===== src/rtl/aes_package.sv =====
// rtl/aes_package.sv - shared AES sequencer types, default widths and counter helper
package aes_package;

  typedef enum logic {
    AES_ECB = 1'b0,
    AES_CTR = 1'b1
  } aes_mode_t;

  typedef enum logic [2:0] {
    IDLE       = 3'd0,
    GATHER     = 3'd1,
    CORE_START = 3'd2,
    CORE_WAIT  = 3'd3,
    EMIT       = 3'd4,
    FINISHED   = 3'd5
  } aes_seq_state_t;

  localparam int AES_SEQ_BLOCK_W = 128;
  localparam int AES_SEQ_CHUNK_W = 32;
  localparam int AES_SEQ_CNT_W   = 16;
  localparam int AES_SEQ_CTR_W   = 32;

  // CTR counter advances in its low word only and wraps without carrying upward
  function automatic logic [AES_SEQ_CTR_W-1:0] ctr_inc(input logic [AES_SEQ_CTR_W-1:0] v);
    return v + 1'b1;
  endfunction

endpackage


===== src/rtl/aes_block_gearbox.sv =====
// rtl/aes_block_gearbox.sv - beat counter with pack (beats->block) or unpack (block->beats) register
module aes_block_gearbox #(
  parameter int BLOCK_W = 128,
  parameter int CHUNK_W = 32,
  parameter int PACK    = 1,
  parameter int IN_W    = CHUNK_W,
  parameter int OUT_W   = BLOCK_W
) (
  input  logic             clk_i,
  input  logic             rst_i,
  input  logic             load_i,
  input  logic             step_i,
  input  logic [IN_W-1:0]  data_i,
  output logic [OUT_W-1:0] data_o,
  output logic             last_o
);

  localparam int BEATS = BLOCK_W / CHUNK_W;
  localparam int IDX_W = (BEATS > 1) ? $clog2(BEATS) : 1;
  localparam logic [IDX_W-1:0] LAST_IDX = IDX_W'(BEATS - 1);

  logic [IDX_W-1:0]   r_idx;
  logic [BLOCK_W-1:0] r_block;

  assign last_o = (r_idx == LAST_IDX);

  always_ff @(posedge clk_i) begin
    if (rst_i) begin
      r_idx <= '0;
    end else if (load_i) begin
      r_idx <= '0;
    end else if (step_i) begin
      r_idx <= last_o ? '0 : r_idx + 1'b1;
    end
  end

  // Beat k always maps to block bits [k*CHUNK_W +: CHUNK_W] in both directions
  generate
    if (PACK != 0) begin : g_pack
      always_ff @(posedge clk_i) begin
        if (rst_i) begin
          r_block <= '0;
        end else if (step_i && !load_i) begin
          r_block[r_idx*CHUNK_W +: CHUNK_W] <= data_i;
        end
      end
      assign data_o = r_block;
    end else begin : g_unpack
      always_ff @(posedge clk_i) begin
        if (rst_i) begin
          r_block <= '0;
        end else if (load_i) begin
          r_block <= data_i;
        end
      end
      assign data_o = r_block[r_idx*CHUNK_W +: CHUNK_W];
    end
  endgenerate

endmodule


===== src/rtl/aes_block_sequencer.sv =====
// rtl/aes_block_sequencer.sv - packs stream beats into AES blocks, drives the core, unpacks results
module aes_block_sequencer
  import aes_package::*;
#(
  parameter int BLOCK_W = AES_SEQ_BLOCK_W,
  parameter int CHUNK_W = AES_SEQ_CHUNK_W,
  parameter int CNT_W   = AES_SEQ_CNT_W
) (
  input  logic               clk_i,
  input  logic               rst_i,
  input  logic               start_i,
  input  logic               mode_i,
  input  logic [CNT_W-1:0]   num_blocks_i,
  input  logic [BLOCK_W-1:0] iv_i,
  input  logic [CHUNK_W-1:0] in_data_i,
  input  logic               in_valid_i,
  output logic               in_ready_o,
  output logic [BLOCK_W-1:0] core_block_o,
  output logic               core_start_o,
  input  logic [BLOCK_W-1:0] core_result_i,
  input  logic               core_done_i,
  output logic [CHUNK_W-1:0] out_data_o,
  output logic               out_valid_o,
  input  logic               out_ready_i,
  output logic               busy_o,
  output logic               done_o,
  output logic [CNT_W-1:0]   block_cnt_o
);

  localparam int CTR_W = AES_SEQ_CTR_W;

  aes_seq_state_t     r_state;
  aes_mode_t          r_mode;
  logic [CNT_W-1:0]   r_num_blocks;
  logic [CNT_W-1:0]   r_block_cnt;
  logic [BLOCK_W-1:0] r_ctr;
  logic               r_in_ready;
  logic               r_core_start;
  logic               r_out_valid;
  logic               r_busy;
  logic               r_done;

  logic [BLOCK_W-1:0] w_in_block;
  logic [BLOCK_W-1:0] w_result;
  logic [CNT_W-1:0]   w_cnt_next;
  logic               w_job_start;
  logic               w_in_fire;
  logic               w_in_last;
  logic               w_out_fire;
  logic               w_out_last;
  logic               w_core_fire;

  assign w_job_start = (r_state == IDLE) && start_i;
  assign w_in_fire   = r_in_ready && in_valid_i;
  assign w_out_fire  = r_out_valid && out_ready_i;
  assign w_core_fire = (r_state == CORE_WAIT) && core_done_i;
  assign w_cnt_next  = r_block_cnt + 1'b1;
  // In CTR the gathered plaintext stays in the pack register until the keystream returns
  assign w_result    = (r_mode == AES_CTR) ? (core_result_i ^ w_in_block) : core_result_i;

  aes_block_gearbox #(
    .BLOCK_W (BLOCK_W),
    .CHUNK_W (CHUNK_W),
    .PACK    (1),
    .IN_W    (CHUNK_W),
    .OUT_W   (BLOCK_W)
  ) u_pack (
    .clk_i  (clk_i),
    .rst_i  (rst_i),
    .load_i (w_job_start),
    .step_i (w_in_fire),
    .data_i (in_data_i),
    .data_o (w_in_block),
    .last_o (w_in_last)
  );

  aes_block_gearbox #(
    .BLOCK_W (BLOCK_W),
    .CHUNK_W (CHUNK_W),
    .PACK    (0),
    .IN_W    (BLOCK_W),
    .OUT_W   (CHUNK_W)
  ) u_unpack (
    .clk_i  (clk_i),
    .rst_i  (rst_i),
    .load_i (w_core_fire),
    .step_i (w_out_fire),
    .data_i (w_result),
    .data_o (out_data_o),
    .last_o (w_out_last)
  );

  always_ff @(posedge clk_i) begin
    if (rst_i) begin
      r_state      <= IDLE;
      r_mode       <= AES_ECB;
      r_num_blocks <= '0;
      r_block_cnt  <= '0;
      r_ctr        <= '0;
      r_in_ready   <= 1'b0;
      r_core_start <= 1'b0;
      r_out_valid  <= 1'b0;
      r_busy       <= 1'b0;
      r_done       <= 1'b0;
    end else begin
      case (r_state)
        IDLE: begin
          if (start_i) begin
            r_mode       <= aes_mode_t'(mode_i);
            r_num_blocks <= num_blocks_i;
            r_ctr        <= iv_i;
            r_block_cnt  <= '0;
            r_busy       <= 1'b1;
            if (num_blocks_i == '0) begin
              r_state <= FINISHED;
              r_done  <= 1'b1;
            end else begin
              r_state    <= GATHER;
              r_in_ready <= 1'b1;
            end
          end
        end
        GATHER: begin
          if (w_in_fire && w_in_last) begin
            r_in_ready   <= 1'b0;
            r_core_start <= 1'b1;
            r_state      <= CORE_START;
          end
        end
        CORE_START: begin
          r_core_start <= 1'b0;
          r_state      <= CORE_WAIT;
        end
        CORE_WAIT: begin
          if (core_done_i) begin
            if (r_mode == AES_CTR) begin
              r_ctr <= {r_ctr[BLOCK_W-1:CTR_W], ctr_inc(r_ctr[CTR_W-1:0])};
            end
            r_out_valid <= 1'b1;
            r_state     <= EMIT;
          end
        end
        EMIT: begin
          if (w_out_fire && w_out_last) begin
            r_out_valid <= 1'b0;
            r_block_cnt <= w_cnt_next;
            if (w_cnt_next == r_num_blocks) begin
              r_state <= FINISHED;
              r_done  <= 1'b1;
            end else begin
              r_state    <= GATHER;
              r_in_ready <= 1'b1;
            end
          end
        end
        FINISHED: begin
          r_done  <= 1'b0;
          r_busy  <= 1'b0;
          r_state <= IDLE;
        end
        default: r_state <= IDLE;
      endcase
    end
  end

  assign in_ready_o   = r_in_ready;
  assign core_start_o = r_core_start;
  assign core_block_o = (r_mode == AES_CTR) ? r_ctr : w_in_block;
  assign out_valid_o  = r_out_valid;
  assign busy_o       = r_busy;
  assign done_o       = r_done;
  assign block_cnt_o  = r_block_cnt;

endmodule

===== config.mk =====
export PLATFORM = sky130hd
export DESIGN_NAME = aes_block_sequencer
export DESIGN_NICKNAME = d
export VERILOG_FILES = /design/src/rtl/aes_package.sv /design/src/rtl/aes_block_gearbox.sv /design/src/rtl/aes_block_sequencer.sv
export SDC_FILE = /design/constraint.sdc
export NUM_CORES = 1
export LEC_CHECK = 0
export ABC_AREA = 0
export BUFFER_PORTS_ARGS = -buffer_cell sky130_fd_sc_hd__buf_2
export CAP_MARGIN = 15
export CORE_MARGIN = 2
export CORE_UTILIZATION = 40
export DETAILED_ROUTE_END_ITERATION = 16
export PLACE_DENSITY_LB_ADDON = 0.1
export SLEW_MARGIN = 20
export SYNTH_ARGS = -nofsm -noshare
export SYNTH_HDL_FRONTEND = slang
export SYNTH_HIERARCHICAL = 1
export SYNTH_SLANG_ARGS = --single-unit
export TNS_END_PERCENT = 30

===== constraint.sdc =====
create_clock -name clk_i -period 4.95 [get_ports clk_i]
set_input_delay 0.2475 -clock clk_i [delete_from_list [all_inputs] [get_ports clk_i]]
set_output_delay 0.2475 -clock clk_i [all_outputs]
set_load 0.03 [all_outputs]

---- Yosys cells after proc, flatten, opt, wreduce, memory -nomap -nowiden ----
Index checks and enable logic that the tools add are counted.
operators by class
  bitwise logic cells ..................... 2
  div/mod/pow operators ................... 0
  $mul .................................... 0
  muxes and demuxes ....................... 37
  equal/unequal tests ..................... 17
  $lt $le $gt $ge ......................... 0
  $add $sub $neg .......................... 5
  shifts and indexed selects .............. 3
  reduce and logical (&&, ||, !) cells .... 29
operators by type and width
  kind                         number
  $mux W128                    3
  $pmux W128 S2                1
  $bwmux W128                  1
  $shift A32 B34 Y128 const A  1
  $shiftx A128 B8 Y32          1
  $shiftx A32 B34 Y128         1
  $xor A128 B128 Y128          1
  $mux W32                     2
  $neg A7 Y34                  1
  $add A32 B1 Y32 const B      1
  $mux W16                     2
  $pmux W16 S2                 1
  $mux W3                      6
  $add A16 B1 Y16 const B      1
  $eq A16 B16 Y1               1
  $logic_not A16 Y1            1
  $ne A2 B2 Y1 const B         8
  $pmux W3 S5                  1
  $mux W1                      13
  $reduce_bool A2 Y1           5
  $reduce_and A3 Y1            3
  $reduce_and A4 Y1            2
  $logic_and A1 B1 Y1          7
  $eq A3 B2 Y1 const B         2
  16 further kinds             27
word-level totals
  output and inout bits ................... 181
  RAM bits ................................ 0
  word-level logic and storage cells ...... 108
  ROM bits ................................ 0
  bits in registers ....................... 429
  latch bits .............................. 0
  memories ................................ 0

---- Logic depth before layout (Yosys ltp) ----
  word-level depth ........................ 5
  depth in mapped cells ................... 10
  depth with buffers taken out ............ 7

---- Hierarchy ----
Netlist, hierarchy kept.
modules (own cells, without submodules)
  module                         instances  cells an instance  area an instance (um^2)  seq. area each (um^2)
  aes_block_sequencer            1          1424               10729.0                  3383.2
  aes_block_gearbox at u_unpack  1          461                5405.2                   2602.5
  aes_block_gearbox at u_pack    1          314                4249.1                   2602.5

---- Worst setup path before layout ----
OpenSTA, ideal clock, no wires.
  kind .................................... register to register
  start point ............................. register r_block_cnt[0] (netlist: block_cnt_o[0])
  end point ............................... register r_in_ready (netlist: in_ready_o)
  path slack .............................. 2.518 ns
  data arrival time ....................... 2.317 ns
  path buffers ............................ 0
  setup time .............................. 0.115 ns
  data required time ...................... 4.835 ns
  cell stages (with the launch flop) ...... 8
  cell sequence ........................... dfxtp_1 -> ha_1 -> nand3_4 -> and2_4 -> or4b_4 -> a311oi_2 -> nand3_1 -> o21a_1
on the way
  cells in the longest elaborated chain, start to end .. 4
RTL lines
  element                      RTL line                    source
  start, declared              aes_block_sequencer.sv:35   logic [CNT_W-1:0] r_block_cnt;
  start signal, assigned       aes_block_sequencer.sv:146  r_block_cnt <= w_cnt_next;
  $add A16 B1 Y16              aes_block_sequencer.sv:57   assign w_cnt_next = r_block_cnt + 1'b1;
  $eq A16 B16 Y1               aes_block_sequencer.sv:147  if (w_cnt_next == r_num_blocks) begin
  $ne A2 B2 Y1 (no line)       -
  $reduce_and A6 Y1 (no line)  -
  end signal, assigned         aes_block_sequencer.sv:100  r_in_ready <= 1'b0;
  end signal, assigned         aes_block_sequencer.sv:119  r_in_ready <= 1'b1;
  end signal, assigned         aes_block_sequencer.sv:152  r_in_ready <= 1'b1;
  end, declared                aes_block_sequencer.sv:37   logic r_in_ready;
Every way passes these cells.
A chain may end at the register's enable or synchronous reset.

---- Final worst setup path ----
  start point ............................. register r_mode
  end point ............................... output port core_block_o[83]
on the way
  cells in the longest elaborated chain, start to end .. 1
RTL lines
  element                 RTL line                    source
  start, declared         aes_block_sequencer.sv:33   aes_mode_t r_mode;
  start signal, assigned  aes_block_sequencer.sv:109  r_mode <= aes_mode_t'(mode_i);
  $mux W128               aes_block_sequencer.sv:168  assign core_block_o = (r_mode == AES_CTR) ? r_ctr : w_in_block;
  end, declared           aes_block_sequencer.sv:18   output logic [BLOCK_W-1:0] core_block_o,
Every way passes these cells.

==> impl_metrics.toml <==
[outcome]
outcome = "finished clean"

[worst_setup_path]
cpPeakStageDelay_ps = 700
path_class = "reg -> out"
timing.rr.start = "r_state[2]"
cp_top_family = "buffers and inverters"
cp.required_ps = 4700
crit_path_top_delay_cell = "dfxtp_4"
cp_cell_sequence = "buf_12 > mux2_2 > buf_2"
endpoint_kind = "output pin"
startpoint = "r_mode"
worst-path-max-fanout = 175
cp_num_buf_inv = 2
cp-start-kind = "flip-flop"
critPathArrivalTime_ps = 2800

[layout]
final_cells = 3465
area_growth_pct = 29.03
drive_gt1_share_pct = 28.75
final_nets = 3071
final_area_um2 = 26300

[cts]
path_clk_slew_ps = 60
clk-insertion-delay-late_ps = 580
cts_buffers = 48
ctsResizeCount = 0
cts_tree = "yes"
cts_buffer_depth = 3
cts_setup_buffers = 0
cts_root_buf = "clkbuf_16"
ctsHoldBuffers = 159
clkSinkCount = 429
htreeDepth = 2

[synth]
syn_area_um2 = 20380
synth.most_common_cell = "dfxtp_1"
syn-num-nets = 2519
yosys-top-cells-area = "dfxtp_1 42%, nand2_1 7.5%, mux2_2 7.1%"
synth_edf_count = 0
synth_area_leader_cell = "dfxtp_1"
synthCells = 2199
synth_top_area_share_pct = 42.13
avgSynthCellArea_um2 = 9.269
synth-async-reset-ratio_pct = 0
ys_top_cells_by_count = "429 x dfxtp_1, 405 x nand2_1, 187 x nor2_1"
synth_flop_cell = "dfxtp_1"
yosysWarningCount = 6
ys_types = 79
seq_area_frac_synth_pct = 42.13
ys_ff_latch = 429

[global_routing]
grt.overflow.total = 0
grt_max_degree = 176
first_global_vias = 17780
met1_usage_pct = 37.38
grt_util_all_layers_pct = 26.35
antenna_found_initial = 16
grtUsageMet3_pct = 4.402
grt_first_pass_wirelength_um = 107800
busiest_layer = "met2"
grt_use_met2_pct = 41.22

[place]
gp_congestion = 0.8449
dp_cells = 3212
dp_hpwl_um = 50000
dp_slack_ps = 1909
port_buffers = 491
dpl-instance-area_um2 = 23070

[floorplan]
die_h_um = 229.7
die_w_um = 229.7
io_pins = 492
core_um2 = 50270
num_rows = 82
die_area_um2 = 52780
initial_core_util_pct = 40.55

[sta]
finalSetupTns_ps = 0
worst_pin_slew_ps = 1092
setup_viol = 0
hold_viol = 0
final.setup.worst_slack_ps = 1901
max_slew_margin_pct = 27.23
rsz0062_at_grt = "no"
fin_crit_ps = 3049
fin_crit_sh_pct = 61.59
skew_ps = 14.85
report.final.slew_viol_count = 0
fmax_ghz = 0.3280

[route]
ant_nets = 0
vias = 18300
drtIter0Drc = 1368
route.detailed.drc = 0
routed_wl_um = 72480
viasPerCell = 5.281
avgRoutedWirePerCell_um = 20.92
first_pass_iters = 5

[hold_path]
min-delay-start = "core_result_i[36]"
worstHoldPathType = "in -> reg"

[flow_run]
cap_violations = 0

[power_and_ir_drop]
cellPowerDensity_nw_per_um2 = 322.0
ir_drop_mv = 0.2761
p_leak_nw = 10.69
## through the flow
| stage | power, mW | utilization, % | hold slack (ps) |
|---|---|---|---|
| after floorplan | 4.437 | - | 373.0 |
| after global placement | 4.835 | 45.88 | 434.0 |
| after detailed placement | 4.858 | 45.90 | 439.9 |
| after CTS | 8.538 | 52.18 | 0.09298 |
| after global routing | 8.809 | 52.31 | 13.28 |
| final | 8.470 | 52.31 | 29.65 |
## final timing paths
path                                              to  slack [ps]  depth (start not counted)
worst max-delay path                core_block_o[83]        1900                          3
worst min-delay path            u_unpack/r_block[36]          30                          4
worst max register to register     u_pack/data_o[94]        1990                          7
worst min register to register             r_ctr[76]         450                          2
## routing by layer
metal  wire, um  share of wire [%]
met3       4501                6.2
met4       1687                2.3
met1      33740                 47
met2      32520                 45
met5         30              0.041
## kinds of logic after synthesis
kind of cell    share of synthesized area [%]
fa+ha+maj                              0.5525
simple gates                            15.52
flops                                   42.13
xor+xnor                                6.359
mux                                     17.51
buf+inv                                 4.438
compound gates                          13.49
## power breakdown
| part | leakage, nW | internal (mW) | switching (mW) |
|---|---|---|---|
| Sequential | 3.48 | 3.60 | 0.135 |
| Clock | 0.789 | 2.12 | 1.45 |
| Combinational | 6.42 | 0.477 | 0.682 |
## worst min-delay path: cells and delay by family
family	cells	cell delay, ps
multiplexers	1	60
AND/OR/NAND/NOR	1	70
buffers and inverters	1	90
XOR/XNOR	1	100
## flip-flops by register name, indices dropped and copies added (netlist names)
name and flops:
core_start_o 1, u_pack/r_idx 2, u_pack/data_o 128, busy_o 1, r_ctr 128, out_valid_o 1, r_num_blocks 16, done_o 1
r_state 3, block_cnt_o 16, r_mode 1, in_ready_o 1, u_unpack/r_idx 2, u_unpack/r_block 128
## area by class of cell
cell class	count	area [um2]
diodes	10	25.02
well taps	672	840.8
clock inverters	13	115.1
multi-input cells	1590	10960
clock buffers	69	1451
repair buffers	669	4254
inverters	13	56.30
flip-flops and latches	429	8594
fillers	4669	23970
## cells in the final DEF, fill, tap and decap left out, drive strengths merged, types with 17 or more instances in the layout
cell type and n:
dfxtp 429, dlygate4sd3 159, o21ai 34, a21oi 179
mux4 32, xnor2 142, mux2i 135, mux2 129
buf 510, nor2 187, nand4 17, a22o 128
nand3 28, nor3 30, nand2 405, clkbuf 69
No activity file was read; power rests on OpenSTA's default activity.
